--- config.mk ---
export PLATFORM = sky130hd
export DESIGN_NAME = bcd_serial_sub
export DESIGN_NICKNAME = d
export VERILOG_FILES = /design/src/rtl/bcd_pkg.sv /design/src/rtl/bcd_digit_sub.sv /design/src/rtl/bcd_serial_sub.sv
export SDC_FILE = /design/constraint.sdc
export NUM_CORES = 1
export LEC_CHECK = 0
export BUFFER_PORTS_ARGS = -buffer_cell sky130_fd_sc_hd__buf_2
export CORE_ASPECT_RATIO = 1.75
export CORE_MARGIN = 8
export CORE_UTILIZATION = 50
export CTS_CLUSTER_DIAMETER = 40
export DETAILED_ROUTE_END_ITERATION = 10
export PLACE_DENSITY = 0.84
export SLEW_MARGIN = 20
export SYNTH_ARGS = -nofsm -noshare
export SYNTH_HDL_FRONTEND = slang
export SYNTH_SLANG_ARGS = --single-unit
--- constraint.sdc ---
create_clock -name clk -period 3.8 [get_ports clk]
set_clock_uncertainty 0.2 [all_clocks]
set_input_delay 0.38 -clock clk [delete_from_list [all_inputs] [get_ports clk]]
set_output_delay 0.38 -clock clk [all_outputs]
set_load 0.02 [all_outputs]
--- src/rtl/bcd_pkg.sv ---
// Shared types and constants for the decimal datapath.
// Digit encoding, FSM states and a BCD validity helper.
package bcd_pkg;

  localparam int         BCD_W    = 4;
  localparam logic [3:0] BCD_NINE = 4'd9;
  localparam logic [4:0] BCD_TEN  = 5'd10;

  typedef enum logic [1:0] {
    IDLE = 2'd0,
    SUB  = 2'd1,
    FIX  = 2'd2,
    DONE = 2'd3
  } state_t;

  typedef logic [BCD_W-1:0] bcd_digit_t;

  function automatic logic is_bcd(bcd_digit_t d);
    return d <= BCD_NINE;
  endfunction

endpackage

--- src/rtl/bcd_digit_sub.sv ---
// One BCD digit of a - b - bin via nine's-complement addition.
// Majority-gate ripple adder, then a decimal correction stage.
module bcd_digit_sub
  import bcd_pkg::*;
(
  input  bcd_digit_t a,
  input  bcd_digit_t b,
  input  logic       bin,
  output bcd_digit_t d,
  output logic       bout
);

  function automatic logic maj(logic x, logic y, logic z);
    return (x & y) | (x & z) | (y & z);
  endfunction

  bcd_digit_t nb;
  logic [4:0] c;
  logic [4:0] t;
  logic [4:0] tm;

  assign nb   = BCD_NINE - b;
  assign c[0] = ~bin;

  for (genvar k = 0; k < BCD_W; k++) begin : g_fa
    assign t[k]   = a[k] ^ nb[k] ^ c[k];
    assign c[k+1] = maj(a[k], nb[k], c[k]);
  end

  assign t[4] = c[4];

  // A sum above nine means the digit did not need to borrow.
  assign bout = (t <= 5'd9);
  assign tm   = t - BCD_TEN;
  assign d    = bout ? t[3:0] : tm[3:0];

endmodule

--- src/rtl/bcd_serial_sub.sv ---
// Digit-serial BCD subtractor, LSD first, with optional
// sign-magnitude correction of negative results.
module bcd_serial_sub
  import bcd_pkg::*;
#(
  parameter int NDIG = 4
) (
  input  logic              clk,
  input  logic              rst_n,
  input  logic              start,
  input  logic              mag,
  input  logic [4*NDIG-1:0] dA,
  input  logic [4*NDIG-1:0] dB,
  input  logic              bin,
  output logic              ready,
  output logic              done,
  output logic [4*NDIG-1:0] dD,
  output logic              dbout,
  output logic              neg,
  output logic              err
);

  localparam int IW = (NDIG > 1) ? $clog2(NDIG) : 1;
  localparam logic [IW-1:0] LAST = IW'(NDIG - 1);

  state_t st, st_n;

  bcd_digit_t [NDIG-1:0] ain, bin_d;
  bcd_digit_t [NDIG-1:0] ra, ra_n;
  bcd_digit_t [NDIG-1:0] rb, rb_n;
  bcd_digit_t [NDIG-1:0] dq, dq_n;

  logic [IW-1:0] idx, idx_n;
  logic          mg, mg_n;
  logic          brw, brw_n;
  logic          dbout_n, neg_n, err_n;
  logic          bad;

  bcd_digit_t dig_a, dig_b, dig_d;
  logic       dig_bout;

  assign ain   = dA;
  assign bin_d = dB;

  always_comb begin
    bad = 1'b0;
    for (int k = 0; k < NDIG; k++) begin
      if (!is_bcd(ain[k]) || !is_bcd(bin_d[k])) bad = 1'b1;
    end
  end

  // FIX negates the raw digits in place: 0 - D[i] - borrow.
  assign dig_a = (st == FIX) ? '0 : ra[idx];
  assign dig_b = (st == FIX) ? dq[idx] : rb[idx];

  bcd_digit_sub u_dig (
    .a    (dig_a),
    .b    (dig_b),
    .bin  (brw),
    .d    (dig_d),
    .bout (dig_bout)
  );

  always_comb begin
    st_n    = st;
    ra_n    = ra;
    rb_n    = rb;
    dq_n    = dq;
    idx_n   = idx;
    mg_n    = mg;
    brw_n   = brw;
    dbout_n = dbout;
    neg_n   = neg;
    err_n   = err;
    unique case (st)
      IDLE: begin
        if (start) begin
          ra_n  = ain;
          rb_n  = bin_d;
          mg_n  = mag;
          idx_n = '0;
          err_n = 1'b0;
          if (bad) begin
            err_n   = 1'b1;
            dq_n    = '0;
            dbout_n = 1'b0;
            neg_n   = 1'b0;
            st_n    = DONE;
          end else begin
            brw_n = bin;
            st_n  = SUB;
          end
        end
      end
      SUB: begin
        dq_n[idx] = dig_d;
        brw_n     = dig_bout;
        idx_n     = idx + 1'b1;
        if (idx == LAST) begin
          dbout_n = dig_bout;
          neg_n   = dig_bout;
          idx_n   = '0;
          if (dig_bout && mg) begin
            brw_n = 1'b0;
            st_n  = FIX;
          end else begin
            st_n = DONE;
          end
        end
      end
      FIX: begin
        dq_n[idx] = dig_d;
        brw_n     = dig_bout;
        idx_n     = idx + 1'b1;
        if (idx == LAST) st_n = DONE;
      end
      DONE: st_n = IDLE;
      default: st_n = IDLE;
    endcase
  end

  always_ff @(posedge clk) begin
    if (!rst_n) begin
      st    <= IDLE;
      ra    <= '0;
      rb    <= '0;
      dq    <= '0;
      idx   <= '0;
      mg    <= 1'b0;
      brw   <= 1'b0;
      dbout <= 1'b0;
      neg   <= 1'b0;
      err   <= 1'b0;
    end else begin
      st    <= st_n;
      ra    <= ra_n;
      rb    <= rb_n;
      dq    <= dq_n;
      idx   <= idx_n;
      mg    <= mg_n;
      brw   <= brw_n;
      dbout <= dbout_n;
      neg   <= neg_n;
      err   <= err_n;
    end
  end

  assign ready = (st == IDLE);
  assign done  = (st == DONE);
  assign dD    = dq;

endmodule

# Word level (Yosys, flattened, before mapping)
# Cells that the tools add are included.
[totals]
elab_cells = 133
latch_bits = 0
rom_bits = 0
mem_bits_rw = 0
input_bits = 37
register_bits = 56
out_inout_bits = 21
mem_count = 0
[op_classes]
mul = 0
n_reduce_logical = 25
add_sub_neg = 3
n_shift = 0
n_bitwise = 29
magnitude_cmp = 11
eq_ne = 9
div_mod_pow = 0
muxes = 38
[op_table]
columns = ["operator", "n"]
rows = [
  ["$le A4 B4 Y1 const B", 8],
  ["$mux W16", 2],
  ["$pmux W16 S2", 1],
  ["$mux W4", 7],
  ["$bmux W4 S2", 3],
  ["$bwmux W16", 1],
  ["$mux W1", 13],
  ["$and A1 B1 Y1", 12],
  ["$mux W2", 6],
  ["$reduce_and A3 Y1", 3],
  ["$demux W4 S2", 1],
  ["$logic_not A1 Y1", 8],
  ["$or A1 B1 Y1", 8],
  ["$pmux W2 S4", 1],
  ["$xor A1 B1 Y1", 8],
  ["$eq A2 B2 Y1 const B", 3],
  ["$ne A2 B2 Y1 const B", 3],
  ["$pmux W2 S3", 1],
  ["$le A5 B4 Y1 const B", 1],
  ["$logic_or A1 B1 Y1", 4],
  ["$ne A2 B1 Y1 const B", 2],
  ["$reduce_and A2 Y1", 2],
  ["$reduce_and A4 Y1", 1],
  ["$reduce_bool A2 Y1", 2],
  ["other kinds (13)", 14],
]

# Longest topological paths before layout
[depth]
depth_word = 21
depth_mapped = 16
mapped_depth_nobuf = 15

# Hierarchy
# Synthesis repeated with hierarchy kept, for this count alone.
[unflattened]
hier_cells = 353
area_unflattened_um2 = 3161.8
[by_module_without_submodules]
columns = ["mod", "seq_area_each_um2", "area_per_inst_um2", "instances", "cells_each"]
rows = [
  ["bcd_serial_sub", 1121.1, 2880.3, 1, 320],
  ["bcd_digit_sub", 0.0, 281.5, 1, 33],
]

# Worst setup path after synthesis
# OpenSTA, ideal clock, no wires.
[synth_timing]
kind = "reg2reg"
startpoint = "register idx[0]"
endpoint = "register dq, in the netlist dD[2]"
period_less_slack_ps = 3903
n_path_buf = 2
stages_incl_launch_ff = 15
slack_ps = -103
arrival_time_ps = 3586
required_time_ps = 3483
setup_ps = 117
cell_sequence = "dfxtp_1 buf_6 buf_4 mux4_2 nor2b_1 fa_1 inv_1 fa_1 inv_1 fa_1 inv_1 fa_1 o31ai_4 a21oi_2 a32o_1"
[synth_between]
elab_chain_len = 20
word_cells_on_any_way = 47
classes_between = "add/sub (2); order compare (3); mux (13); bitwise (28); reduce/logical (1)"
[synth_rtl]
columns = ["item", "line_no", "rtl"]
rows = [
  ["from (decl)", "bcd_serial_sub.sv:33", "logic [IW-1:0] idx, idx_n;"],
  ["from (signal assigned)", "bcd_serial_sub.sv:139", "idx <= idx_n;"],
  ["$bmux W4 S2", "bcd_serial_sub.sv:54", "assign dig_b = (st == FIX) ? dq[idx] : rb[idx];"],
  ["$mux W4 (implied by the code)", "bcd_serial_sub.sv:54", ""],
  ["$mux W4", "bcd_serial_sub.sv:54", ""],
  ["$sub A4 B4 Y4", "bcd_digit_sub.sv:22", "assign nb = BCD_NINE - b;"],
  ["$and A1 B1 Y1", "bcd_digit_sub.sv:14", "return (x & y) | (x & z) | (y & z);"],
  ["$or A1 B1 Y1 (2 in series)", "bcd_digit_sub.sv:14", ""],
  ["$and A1 B1 Y1", "bcd_digit_sub.sv:14", ""],
  ["$or A1 B1 Y1 (2 in series)", "bcd_digit_sub.sv:14", ""],
  ["$and A1 B1 Y1", "bcd_digit_sub.sv:14", ""],
  ["$or A1 B1 Y1 (2 in series)", "bcd_digit_sub.sv:14", ""],
  ["$and A1 B1 Y1", "bcd_digit_sub.sv:14", ""],
  ["$or A1 B1 Y1 (2 in series)", "bcd_digit_sub.sv:14", ""],
  ["$le A5 B4 Y1", "bcd_digit_sub.sv:33", "assign bout = (t <= 5'd9);"],
  ["$mux W4", "bcd_digit_sub.sv:35", "assign d = bout ? t[3:0] : tm[3:0];"],
  ["$bwmux W16 *", "bcd_serial_sub.sv:96, bcd_serial_sub.sv:112", ""],
  ["$pmux W16 S2 *", "bcd_serial_sub.sv:75", "unique case (st)"],
  ["to (signal assigned)", "bcd_serial_sub.sv:138", "dq <= dq_n;"],
  ["to (decl)", "bcd_serial_sub.sv:31", "bcd_digit_t [NDIG-1:0] dq, dq_n;"],
]
# Every way passes the cells marked *; elsewhere a longest branch is shown, timed or not. The select of a mux whose other input is x is not followed.
# A chain may end at the register's enable or synchronous reset.

# Worst setup path in the final report
# Ends and elaborated chain as after synthesis.

==> flow_summary.toml <==
[floorplan]
coreArea_sq_mm = 0.00588
die_height_um = 119
die_w_um = 74.9
die_area_sq_mm = 0.00893
ios = 58
start_util = 0.517
fp-row-count = 37

[drt]
viasPerCell = 5.63
routed_wl_um = 7500
first_iter_violations = 175
ant_nets = 0
firstDrtPassIters = 4
wl_per_cell_um = 16.4
route.detailed.drc = 0
route.vias.total = 2567

[clock_tree]
clockRootBuffer = "clkbuf_8"
clkTransAtPathRegs_ps = 90
cts_tree = "yes"
htreeDepth = 2
clock_sinks = 56
clock_latency_ps = 310
cts_buffers = 5
clock_path_buffers = 2

[layout]
drive_above_1_share = 0.278
diodes = 0
finalInstanceArea_sq_mm = 0.00357
fill_cells = 529
layout.nets = 431
syn2layout_area_growth_pct = 17.5
final_cells = 456

[yosys]
ys_types = 42
syn_avg_cell_area_sq_um = 9.35
ys_ff_latch = 56
yosys.area.top_type = "dfxtp_1"
synth_edf_count = 0
synth_top_area_frac = 0.369
synthesis.nets = 377
synth_area_leaders = "dfxtp_1 (37%), nand2_1 (9.5%), a21boi_0 (8.9%)"
yosys-top-cells-count = "nand2_1 (77), dfxtp_1 (56), a21boi_0 (36)"
synthCells = 325
yosysWarningCount = 0
yosysSeqAreaShare = 0.369
syn_area_sq_mm = 0.00304
synthArstFlopShare = 0
ys.flop_type = "dfxtp_1"
yosysMostFrequentCell = "nand2_1"

[place]
place.gp.congestion = 0.842
port_buffers = 57
numPlacedInstances = 445
place_area_sq_mm = 0.00337
dp_hpwl_um = 5590

[critical_path]
path_max_fanout = 5
crit-reg2reg-launch = "idx[0]$_SDFFE_PN0P_"
cp.arrival_ps = 3760
path_class = "register to register"
cp-startpoint = "idx[0]$_SDFFE_PN0P_"
crit_path_start_kind = "register"
cp-end-kind = "register"
cp_data_required_time_ps = 3810

[sta]
slew_headroom = 0.517
setup_violations = 0
rsz0062_at_grt = "true"
tightest_slew_ps = 725
finalCritPeriodShare = 0.988
period_needed_ps = 3750
setup_tns_ps = 0
slew_viol_final = 0
hold_violations = 0
fmax_mhz = 266

[global_routing]
grt_max_degree = 50
grt_pass1_vias = 2711
grt_first_pass_wirelength_um = 12500
antenna_found_initial = 0
grt-ovfl-total = 0
grtUsageTotal = 0.176

[outcome]
status = "completed"

[min_path]
min_path_type = "input pin to register"
min-delay-start = "dB[4]"

[power_and_ir_drop]
power_density_mw_per_mm2 = 682
p_leak_uw = 0.00144
ir_drop_mv = 0.303

[flow_run]
cap_viol_max_count = 0
[sequential cells by signal (all words and copies together), names as in the netlist]
name and count:
brw 1, dD 16, err 1, idx 2, mg 1, neg 1, ra 16, rb 16
st 2
[logic make-up (layout without fill, tap and decap cells)]
logic type | after synthesis | in the layout | share of synthesized area
simple gates | 114 | 114 | 0.172
compound gates | 90 | 90 | 0.223
flops | 56 | 56 | 0.369
buf+inv | 32 | 85 | 0.0498
mux | 17 | 17 | 0.112
fa+ha+maj | 15 | 15 | 0.0716
xor+xnor | 1 | 1 | 0.00288
[per-stage QoR]
stage	power, uW	utilization	hold WS, ps	setup WS, ps
floorplan	1630	-	235	2.38
global placement	1830	0.574	250	82.1
detailed placement	1880	0.574	255	-38.4
CTS	2310	0.597	108	14.2
global route	2620	0.608	114	-81.6
finish	2440	0.608	114	47.0
[layer usage]
layer  wire length [um]  share of wire  track usage
met1               2850           0.38        0.190
met2               3910           0.52        0.303
met5                  0              0            0
met3                375          0.050       0.0328
met4                359          0.048        0.101
[report_power, final]
group,switching (uW),internal (uW),total (uW)
sequential,51.8,673,725
combinational,786,555,1340
clock,180,189,369
total,1020,1420,2440
[critical path, cell delays in order (launching register included)]
cell	delay, ps
dfxtp_4	380
buf_6	90
mux4_2	490
nor2b_4	150
fa_2	380
inv_2	60
fa_2	190
inv_2	40
fa_2	580
inv_4	60
ha_4	160
a21boi_4	140
o31ai_4	310
a21oi_2	130
a32o_1	280
[final timing paths]
check	endpoint	slack (ps)	cells past startpoint
max	dD[2]$_SDFFE_PN0P_	50	14
min	rb[4]$_SDFFE_PN0P_	110	3
max reg2reg	dD[2]$_SDFFE_PN0P_	50	14
min reg2reg	rb[3]$_SDFFE_PN0P_	270	2
[cell type report]
type | count | area, sq um | area share
clock buffers | 5 | 68.8 | 0.0193
clock inverters | 1 | 30.0 | 0.00841
inverters | 11 | 43.8 | 0.0123
multi-input cells | 237 | 1840 | 0.514
flip-flops and latches | 56 | 1120 | 0.315
well taps | 78 | 97.6 | 0.0273
repair buffers | 68 | 372 | 0.104
[cell usage in the layout, fill, tap and decap left out, types with 2 or more instances in the layout]
cell type	instances
a21boi_0	36
a21oi_1	4
a21oi_2	2
a31oi_1	4
a32o_1	16
and4_4	2
buf_2	57
buf_4	10
clkbuf_8	5
dfxtp_1	55
fa_2	4
ha_1	9
ha_4	2
inv_1	8
inv_2	2
mux2i_1	3
mux2i_2	2
mux4_1	5
mux4_2	7
nand2_1	77
nand2b_1	11
nand3_1	3
nor2_1	5
nor2b_1	6
nor3_1	3
o211ai_1	2
o21ai_0	8
o21ai_1	9
[repair_timing]
action                     CTS  global route
pin swaps                    3             6
hold buffers                 0             0
gates cloned                 0             0
gates resized for setup      3            15
setup buffers                4             1
setup endpoints to repair    5            15
Power figures use the tool's default switching activity.
